===== config.mk =====
export PLATFORM = sky130hd
export DESIGN_NAME = vga_fb_reader
export DESIGN_NICKNAME = d
export VERILOG_FILES = /design/src/rtl/vga_fb_reader.sv
export SDC_FILE = /design/constraint.sdc
export NUM_CORES = 1
export LEC_CHECK = 0
export ABC_AREA = 1
export BUFFER_PORTS_ARGS = -buffer_cell sky130_fd_sc_hd__buf_4
export CELL_PAD_IN_SITES_DETAIL_PLACEMENT = 0
export CELL_PAD_IN_SITES_GLOBAL_PLACEMENT = 1
export CORE_ASPECT_RATIO = 1.25
export CORE_MARGIN = 1.5
export CORE_UTILIZATION = 35
export DETAILED_ROUTE_END_ITERATION = 8
export PLACE_DENSITY = 0.78
export SETUP_SLACK_MARGIN = 0.2
export SYNTH_ARGS = -nofsm -noshare
export SYNTH_HDL_FRONTEND = slang
export SYNTH_SLANG_ARGS = --single-unit

===== constraint.sdc =====
create_clock -name clk -period 6.1 [get_ports clk]
set_input_delay 0.61 -clock clk [delete_from_list [all_inputs] [get_ports clk]]
set_output_delay 0.61 -clock clk [all_outputs]
set_load 0.03 [all_outputs]

===== src/rtl/vga_fb_reader.sv =====
// vga_fb_reader
// Display-side reader of the framebuffer. It generates 640x480@60 VGA timing
// from a pixel-rate tick, and it fetches 160x120 RGB332 pixels, each replicated
// over a 4x4 block, from a synchronous-read framebuffer port. Each pixel is
// expanded to 24-bit RGB for the DAC.
//
// Ports:
//   clk         system clock, rising edge
//   rst         synchronous reset, active low
//   pix_en      one-clk pixel tick; all timing state advances only on ticks
//   fb_addr     framebuffer read address (held between active ticks)
//   fb_rd_en    one-clk read strobe, issued on every active tick
//   fb_rdata    RGB332 read data {R[2:0],G[2:0],B[1:0]}, valid 1 clk after strobe
//   r, g, b     24-bit colour, forced to zero outside active video
//   h_sync      horizontal sync, active low
//   v_sync      vertical sync, active low
//   sync_blank  high during active video
//   frame_start one-clk pulse when pixel (0,0) appears on the pins
//
// Pipeline: stage A registers the address and timing flags for counter (h,v).
// Stage B, on the following tick, registers colour and sync. The pins
// therefore lag the counter by one tick, and sync, blank and colour stay
// aligned with each other.
module vga_fb_reader #(
    parameter int H_ACTIVE = 640,
    parameter int H_FP     = 16,
    parameter int H_SYNC   = 96,
    parameter int H_BP     = 48,
    parameter int V_ACTIVE = 480,
    parameter int V_FP     = 10,
    parameter int V_SYNC   = 2,
    parameter int V_BP     = 33,
    parameter int FB_W     = 160,
    parameter int ADDR_W   = 15
) (
    input  logic              clk,
    input  logic              rst,
    input  logic              pix_en,
    output logic [ADDR_W-1:0] fb_addr,
    output logic              fb_rd_en,
    input  logic [7:0]        fb_rdata,
    output logic [7:0]        r,
    output logic [7:0]        g,
    output logic [7:0]        b,
    output logic              h_sync,
    output logic              v_sync,
    output logic              sync_blank,
    output logic              frame_start
);

    localparam int H_TOTAL = H_ACTIVE + H_FP + H_SYNC + H_BP;
    localparam int V_TOTAL = V_ACTIVE + V_FP + V_SYNC + V_BP;
    localparam int HW      = $clog2(H_TOTAL);
    localparam int VW      = $clog2(V_TOTAL);

    localparam logic [HW-1:0] H_LAST = HW'(H_TOTAL - 1);
    localparam logic [HW-1:0] H_ACT  = HW'(H_ACTIVE);
    localparam logic [HW-1:0] HS_BEG = HW'(H_ACTIVE + H_FP);
    localparam logic [HW-1:0] HS_END = HW'(H_ACTIVE + H_FP + H_SYNC);
    localparam logic [VW-1:0] V_LAST = VW'(V_TOTAL - 1);
    localparam logic [VW-1:0] V_ACT  = VW'(V_ACTIVE);
    localparam logic [VW-1:0] VS_BEG = VW'(V_ACTIVE + V_FP);
    localparam logic [VW-1:0] VS_END = VW'(V_ACTIVE + V_FP + V_SYNC);
    localparam logic [31:0]   FB_W_L = FB_W;

    // Timing counters
    logic [HW-1:0]     hcnt_q, hcnt_d;
    logic [VW-1:0]     vcnt_q, vcnt_d;
    // Stage A
    logic [ADDR_W-1:0] fb_addr_q, fb_addr_d;
    logic              fb_rd_en_q, fb_rd_en_d;
    logic              act_a_q, act_a_d;
    logic              hs_a_q, hs_a_d;
    logic              vs_a_q, vs_a_d;
    logic              sof_a_q, sof_a_d;
    // Stage B
    logic [7:0]        r_q, r_d, g_q, g_d, b_q, b_d;
    logic              h_sync_q, h_sync_d;
    logic              v_sync_q, v_sync_d;
    logic              blank_q, blank_d;
    logic              frame_start_q, frame_start_d;

    logic              active;
    logic [VW-1:0]     row;
    logic [ADDR_W-1:0] addr_c;

    assign active = (hcnt_q < H_ACT) && (vcnt_q < V_ACT);
    assign row    = vcnt_q >> 2;

    // row*FB_W + col as a sum of shifted copies of row, one per set bit of
    // the constant FB_W (160 = 128 + 32), so no multiplier is inferred.
    always_comb begin
        addr_c = ADDR_W'(hcnt_q >> 2);
        for (int i = 0; i < 32; i++) begin
            if (FB_W_L[i]) begin
                addr_c = addr_c + (ADDR_W'(row) << i);
            end
        end
    end

    always_comb begin
        hcnt_d        = hcnt_q;
        vcnt_d        = vcnt_q;
        fb_addr_d     = fb_addr_q;
        fb_rd_en_d    = 1'b0;      // strobe lasts one clk
        act_a_d       = act_a_q;
        hs_a_d        = hs_a_q;
        vs_a_d        = vs_a_q;
        sof_a_d       = sof_a_q;
        r_d           = r_q;
        g_d           = g_q;
        b_d           = b_q;
        h_sync_d      = h_sync_q;
        v_sync_d      = v_sync_q;
        blank_d       = blank_q;
        frame_start_d = 1'b0;      // pulse lasts one clk
        if (pix_en) begin
            if (hcnt_q == H_LAST) begin
                hcnt_d = '0;
                vcnt_d = (vcnt_q == V_LAST) ? '0 : vcnt_q + 1'b1;
            end else begin
                hcnt_d = hcnt_q + 1'b1;
            end

            fb_rd_en_d = active;
            if (active) begin
                fb_addr_d = addr_c;
            end
            act_a_d = active;
            hs_a_d  = !((hcnt_q >= HS_BEG) && (hcnt_q < HS_END));
            vs_a_d  = !((vcnt_q >= VS_BEG) && (vcnt_q < VS_END));
            sof_a_d = (hcnt_q == '0) && (vcnt_q == '0);

            // Read data for the previous tick's address is valid now.
            if (act_a_q) begin
                r_d = {fb_rdata[7:5], fb_rdata[7:5], fb_rdata[7:6]};
                g_d = {fb_rdata[4:2], fb_rdata[4:2], fb_rdata[4:3]};
                b_d = {4{fb_rdata[1:0]}};
            end else begin
                r_d = '0;
                g_d = '0;
                b_d = '0;
            end
            h_sync_d      = hs_a_q;
            v_sync_d      = vs_a_q;
            blank_d       = act_a_q;
            frame_start_d = sof_a_q;
        end
    end

    always_ff @(posedge clk) begin
        if (!rst) begin
            hcnt_q        <= '0;
            vcnt_q        <= '0;
            fb_addr_q     <= '0;
            fb_rd_en_q    <= 1'b0;
            act_a_q       <= 1'b0;
            hs_a_q        <= 1'b1;
            vs_a_q        <= 1'b1;
            sof_a_q       <= 1'b0;
            r_q           <= '0;
            g_q           <= '0;
            b_q           <= '0;
            h_sync_q      <= 1'b1;
            v_sync_q      <= 1'b1;
            blank_q       <= 1'b0;
            frame_start_q <= 1'b0;
        end else begin
            hcnt_q        <= hcnt_d;
            vcnt_q        <= vcnt_d;
            fb_addr_q     <= fb_addr_d;
            fb_rd_en_q    <= fb_rd_en_d;
            act_a_q       <= act_a_d;
            hs_a_q        <= hs_a_d;
            vs_a_q        <= vs_a_d;
            sof_a_q       <= sof_a_d;
            r_q           <= r_d;
            g_q           <= g_d;
            b_q           <= b_d;
            h_sync_q      <= h_sync_d;
            v_sync_q      <= v_sync_d;
            blank_q       <= blank_d;
            frame_start_q <= frame_start_d;
        end
    end

    assign fb_addr     = fb_addr_q;
    assign fb_rd_en    = fb_rd_en_q;
    assign r           = r_q;
    assign g           = g_q;
    assign b           = b_q;
    assign h_sync      = h_sync_q;
    assign v_sync      = v_sync_q;
    assign sync_blank  = blank_q;
    assign frame_start = frame_start_q;

endmodule


# [Word-level counts from Yosys, hierarchy flattened]
# Index checks and enable logic that the tools add are counted.
[op_classes] addsub=4 order_cmp=6 n_eq_ne=2 n_mux=5 reduce_logical=11
[op_table] op="$mux 8" count=3
[op_table] op="$add 10x1->10 const B" count=2
[op_table] op="$eq 10x10->1 const B" count=2
[op_table] op="$logic_not 10->1" count=2
[op_table] op="$lt 10x10->1 const B" count=2
[op_table] op="$lt 10x9->1 const B" count=2
[op_table] op="$mux 10" count=2
[op_table] op="$add 14x15->15" count=1
[op_table] op="$add 8x13->14" count=1
[op_table] op="$ge 10x10->1 const B" count=1
[op_table] op="$ge 10x9->1 const B" count=1
[op_table] op="$reduce_and 2->1" count=3
[op_table] op="$logic_and 1x1->1" count=4
[op_table] op="$logic_not 1->1" count=2
[word_totals] ff_bits=68 out_inout_bits=44 wordCells=43

# [Depth between registers and ports, before layout]
[depth] ltp_word=3 mapped_depth=11 ltp_nobuf=11

# [Worst setup path after synthesis]
# Ideal clock, no wire load.
[synth_path] path_kind="register to register" from="reg vcnt_q[4]" to="reg fb_addr_q[12], in the netlist fb_addr[12]" setup_time_ps=109 t_arrival_ps=1858 required_ps=5991 path_slack_ps=4133 stages_incl_launch_ff=10 period_less_slack_ps=1967 path_cell_list="dfxtp_1 -> fa_1 -> fa_1 -> nand3_1 -> nand2_1 -> nand2_1 -> a21o_1 -> nand3_1 -> nand2_1 -> inv_1"
[synth_via] elab_chain_cells=3
[synth_lines] item="start: declaration" line="68" source="logic [VW-1:0] vcnt_q, vcnt_d;"
[synth_lines] item="start signal: assignment" line="170" source="vcnt_q <= vcnt_d;"
[synth_lines] item="parallel branches: the longest is 3 deep, another holds $add 14x15->15"
[synth_lines] item="end signal: assignment" line="171" source="fb_addr_q <= fb_addr_d;"
[synth_lines] item="end: declaration" line="70" source="logic [ADDR_W-1:0] fb_addr_q, fb_addr_d;"
# Parallel ways; which one is timed is not known.
# A chain may end at the register's enable or synchronous reset.

# [Worst setup path after layout]
# Same ends and word-level chain as after synthesis.

==> metrics.cfg <==
[sta]
worst_pin_slew_ns = 1.11
skew_ns = 0.0138
clock.fmax_mhz = 446
fin_crit_sh_pct = 36.8
max_slew_margin_pct = 26.1
timing.final.crit_period_ns = 2.24
finalSetupViolCount = 0
finalHoldViolations = 0
slew_violations = 0
grt_setup_unrepaired = no
tns_ns = 0
hold_slack_ns = 0.467

[drt]
drt-vias-per-instance = 4.91
vias = 2425
first_iter_violations = 94
antenna_left = 0
dr.pass1.iters = 4
routedWlPerCell_um = 13.1
wirelength_um = 6480
drc = 0

[cts]
htree_levels = 2
holdBufCountCts = 0
tritoncts = yes
post_cts_buffers = 0
cts_root_buffer = clkbuf_8
cts.sinks = 52
cts_inserted_buffers = 5
cts-resized-gates = 0
clk_pin_slew_ns = 0.10
clock_latency_ns = 0.31
cts_max_path_buffers = 2

[logic_synthesis]
synth_fp_nets = 392
yosys.area.top_type = dfxtp_1
synth_top_area_share_pct = 37.6
ys_async_sr_fraction_pct = 0
yosys_warnings = 0
ys_seq_area_share_pct = 37.6
syn_inst = 360
synth_area_sq_um = 2770
synth_ff_type = dfxtp_1
synthTopCellsByArea = dfxtp_1 (38%), nand2_1 (9.2%), ha_1 (8.6%), inv_1 (6.2%), nand3_1 (4.7%)
synth_enable_flop_cells = 0
syn_avg_cell_area_sq_um = 7.70
ys_ff_latch = 52
synth_cell_type_count = 36

[worst_setup_path]
critPathLaunchType = flop
timing.rr.start = vcnt_q[4]
r2r_end = fb_addr[12]
cp.arrival_ns = 2.46
cp-end-kind = flop
r2r_slack_ns = 3.86
rr_worst_depth = 9
cp_max_fo = 8
worstPathRequired_ns = 6.32
path_class = flop to flop
crit_path_start = vcnt_q[4]

[finish]
area.growth.synth_to_final_pct = 16.3
final_cell_mix = nand2_1 (68), buf_4 (54), dfxtp_1 (52)
drive_gt1_share_pct = 18.3
fin_nets = 430
diodes = 0
final_common_cell = nand2_1

[global_routing]
overflow = 0
met2_usage_pct = 30.5
grt_pass1_wl_um = 10500
grtUsageTotal_pct = 16.1
use_met1_pct = 17.3
gr-usage-met3_pct = 2.65
antenna_found_initial = 0
first_global_vias = 2326
grt_max_degree = 29
grt.busiest_layer = met2

[power_and_ir_drop]
p_leak_nw = 1.49
vdd_drop_max_uv = 112
pwr-share-clk_pct = 31.5
p_switching_uw = 172
share_seq_of_total_power_pct = 56.5
power.internal_uw = 459
sw_frac_of_total_pct = 27.3
cellPowerDensity_nw_per_um2 = 196
p_comb_share_pct = 12.0

[placement]
gp_congestion = 0.839
io_buffers = 54
dpl.hpwl_um = 4960

[floorplanning]
dieHeight_um = 102
die_area_sq_um = 8460
die-width_um = 82.6
pin_count = 55
core_sq_um = 7750
rows = 36
initial_core_util_pct = 35.8

[worst_hold_path]
worstHoldEndpoint = frame_start
whs_path_depth = 2
hold_path_class = flop to flop
min_from = sof_a_q

[run]
cap_viol_max_count = 0

[run_status]
status = finished, final reports clean

==> routing by layer <==
layer | up-vias | part of all wire [%]
met1 | 1099 | 42
met4 | 0 | 2.5
met3 | 16 | 4.6
met5 | - | 0
met2 | 60 | 51
li1 | 1250 | -
==> cell usage after synthesis, types with 5 or more instances <==
cell type	n
nand4_1	6
a21oi_1	21
dfxtp_1	52
nand3_1	26
a21oi_2	5
inv_1	46
nor3_1	9
o21ai_0	14
buf_4	16
ha_1	19
nand2_1	68
nor2_1	30
a32o_1	8
==> critical path, cell delays in order (launching register included) <==
cell and delay [ns]:
dfxtp_1 0.53, fa_1 0.53, fa_1 0.47, nand3_1 0.10
nand2_1 0.11, nand2_1 0.10, a21o_1 0.11, nand3_1 0.07
nand2_1 0.11, inv_1 0.04
==> area by class of cell <==
type	instances	area, sq um
fillers	824	4520
inverters	47	176
repair buffers	54	405
well taps	95	119
flip-flops and latches	52	1040
multi-input cells	238	1390
clock inverters	2	16.3
clock buffers	6	72.6
==> worst max-delay path by stage <==
stage / cells after the start / endpoint / slack [ns]
final: 9 / fb_addr[12] / 3.86
after global routing: 9 / fb_addr[12] / 3.65
after CTS: 9 / fb_addr[12] / 3.84
after detailed placement: 8 / fb_addr[13] / 3.73
after global placement: 8 / fb_addr[13] / 3.77
after floorplan: 9 / fb_addr[12] / 4.13
==> registers in the layout, indices dropped and copies added (netlist names) <==
signal	flops
vcnt_q	10
sync_blank	1
b	2
vs_a_q	1
hs_a_q	1
h_sync	1
r	3
sof_a_q	1
v_sync	1
act_a_q	1
fb_rd_en	1
hcnt_q	10
g	3
fb_addr	15
frame_start	1
==> through the flow <==
| stage | util [%] | instance area [sq um] | power, mW | instances | setup slack (ns) |
|---|---|---|---|---|---|
| 2_1_floorplan | - | 2770 | 0.416 | 360 | 4.13 |
| 3_3_place_gp | 40.5 | 3130 | 0.439 | 486 | 3.77 |
| 3_5_place_dp | 40.5 | 3130 | 0.440 | 486 | 3.73 |
| 4_1_cts | 41.6 | 3220 | 0.639 | 494 | 3.84 |
| 5_1_grt | 41.6 | 3220 | 0.661 | 494 | 3.65 |
| 6_report | 41.6 | 3220 | 0.631 | 494 | 3.86 |
==> cells by family after synthesis <==
| logic type | Yosys count | share of synthesized area, % |
|---|---|---|
| xor+xnor | 6 | 1.90 |
| simple gates | 147 | 23.4 |
| fa+ha+maj | 21 | 10.0 |
| flops | 52 | 37.6 |
| compound gates | 64 | 14.9 |
| buf+inv | 70 | 12.2 |
==> power by group through the flow <==
| stage | registers (mW) | clock network (mW) | logic [mW] |
|---|---|---|---|
| 4_1_cts | 0.357 | 0.206 | 0.0762 |
| 2_1_floorplan | 0.377 | 0 | 0.0387 |
| 5_1_grt | 0.358 | 0.221 | 0.0817 |
| 3_3_place_gp | 0.364 | 0 | 0.0753 |
| 3_5_place_dp | 0.364 | 0 | 0.0760 |
| 6_report | 0.356 | 0.199 | 0.0754 |
No activity file was read; power rests on OpenSTA's default activity.
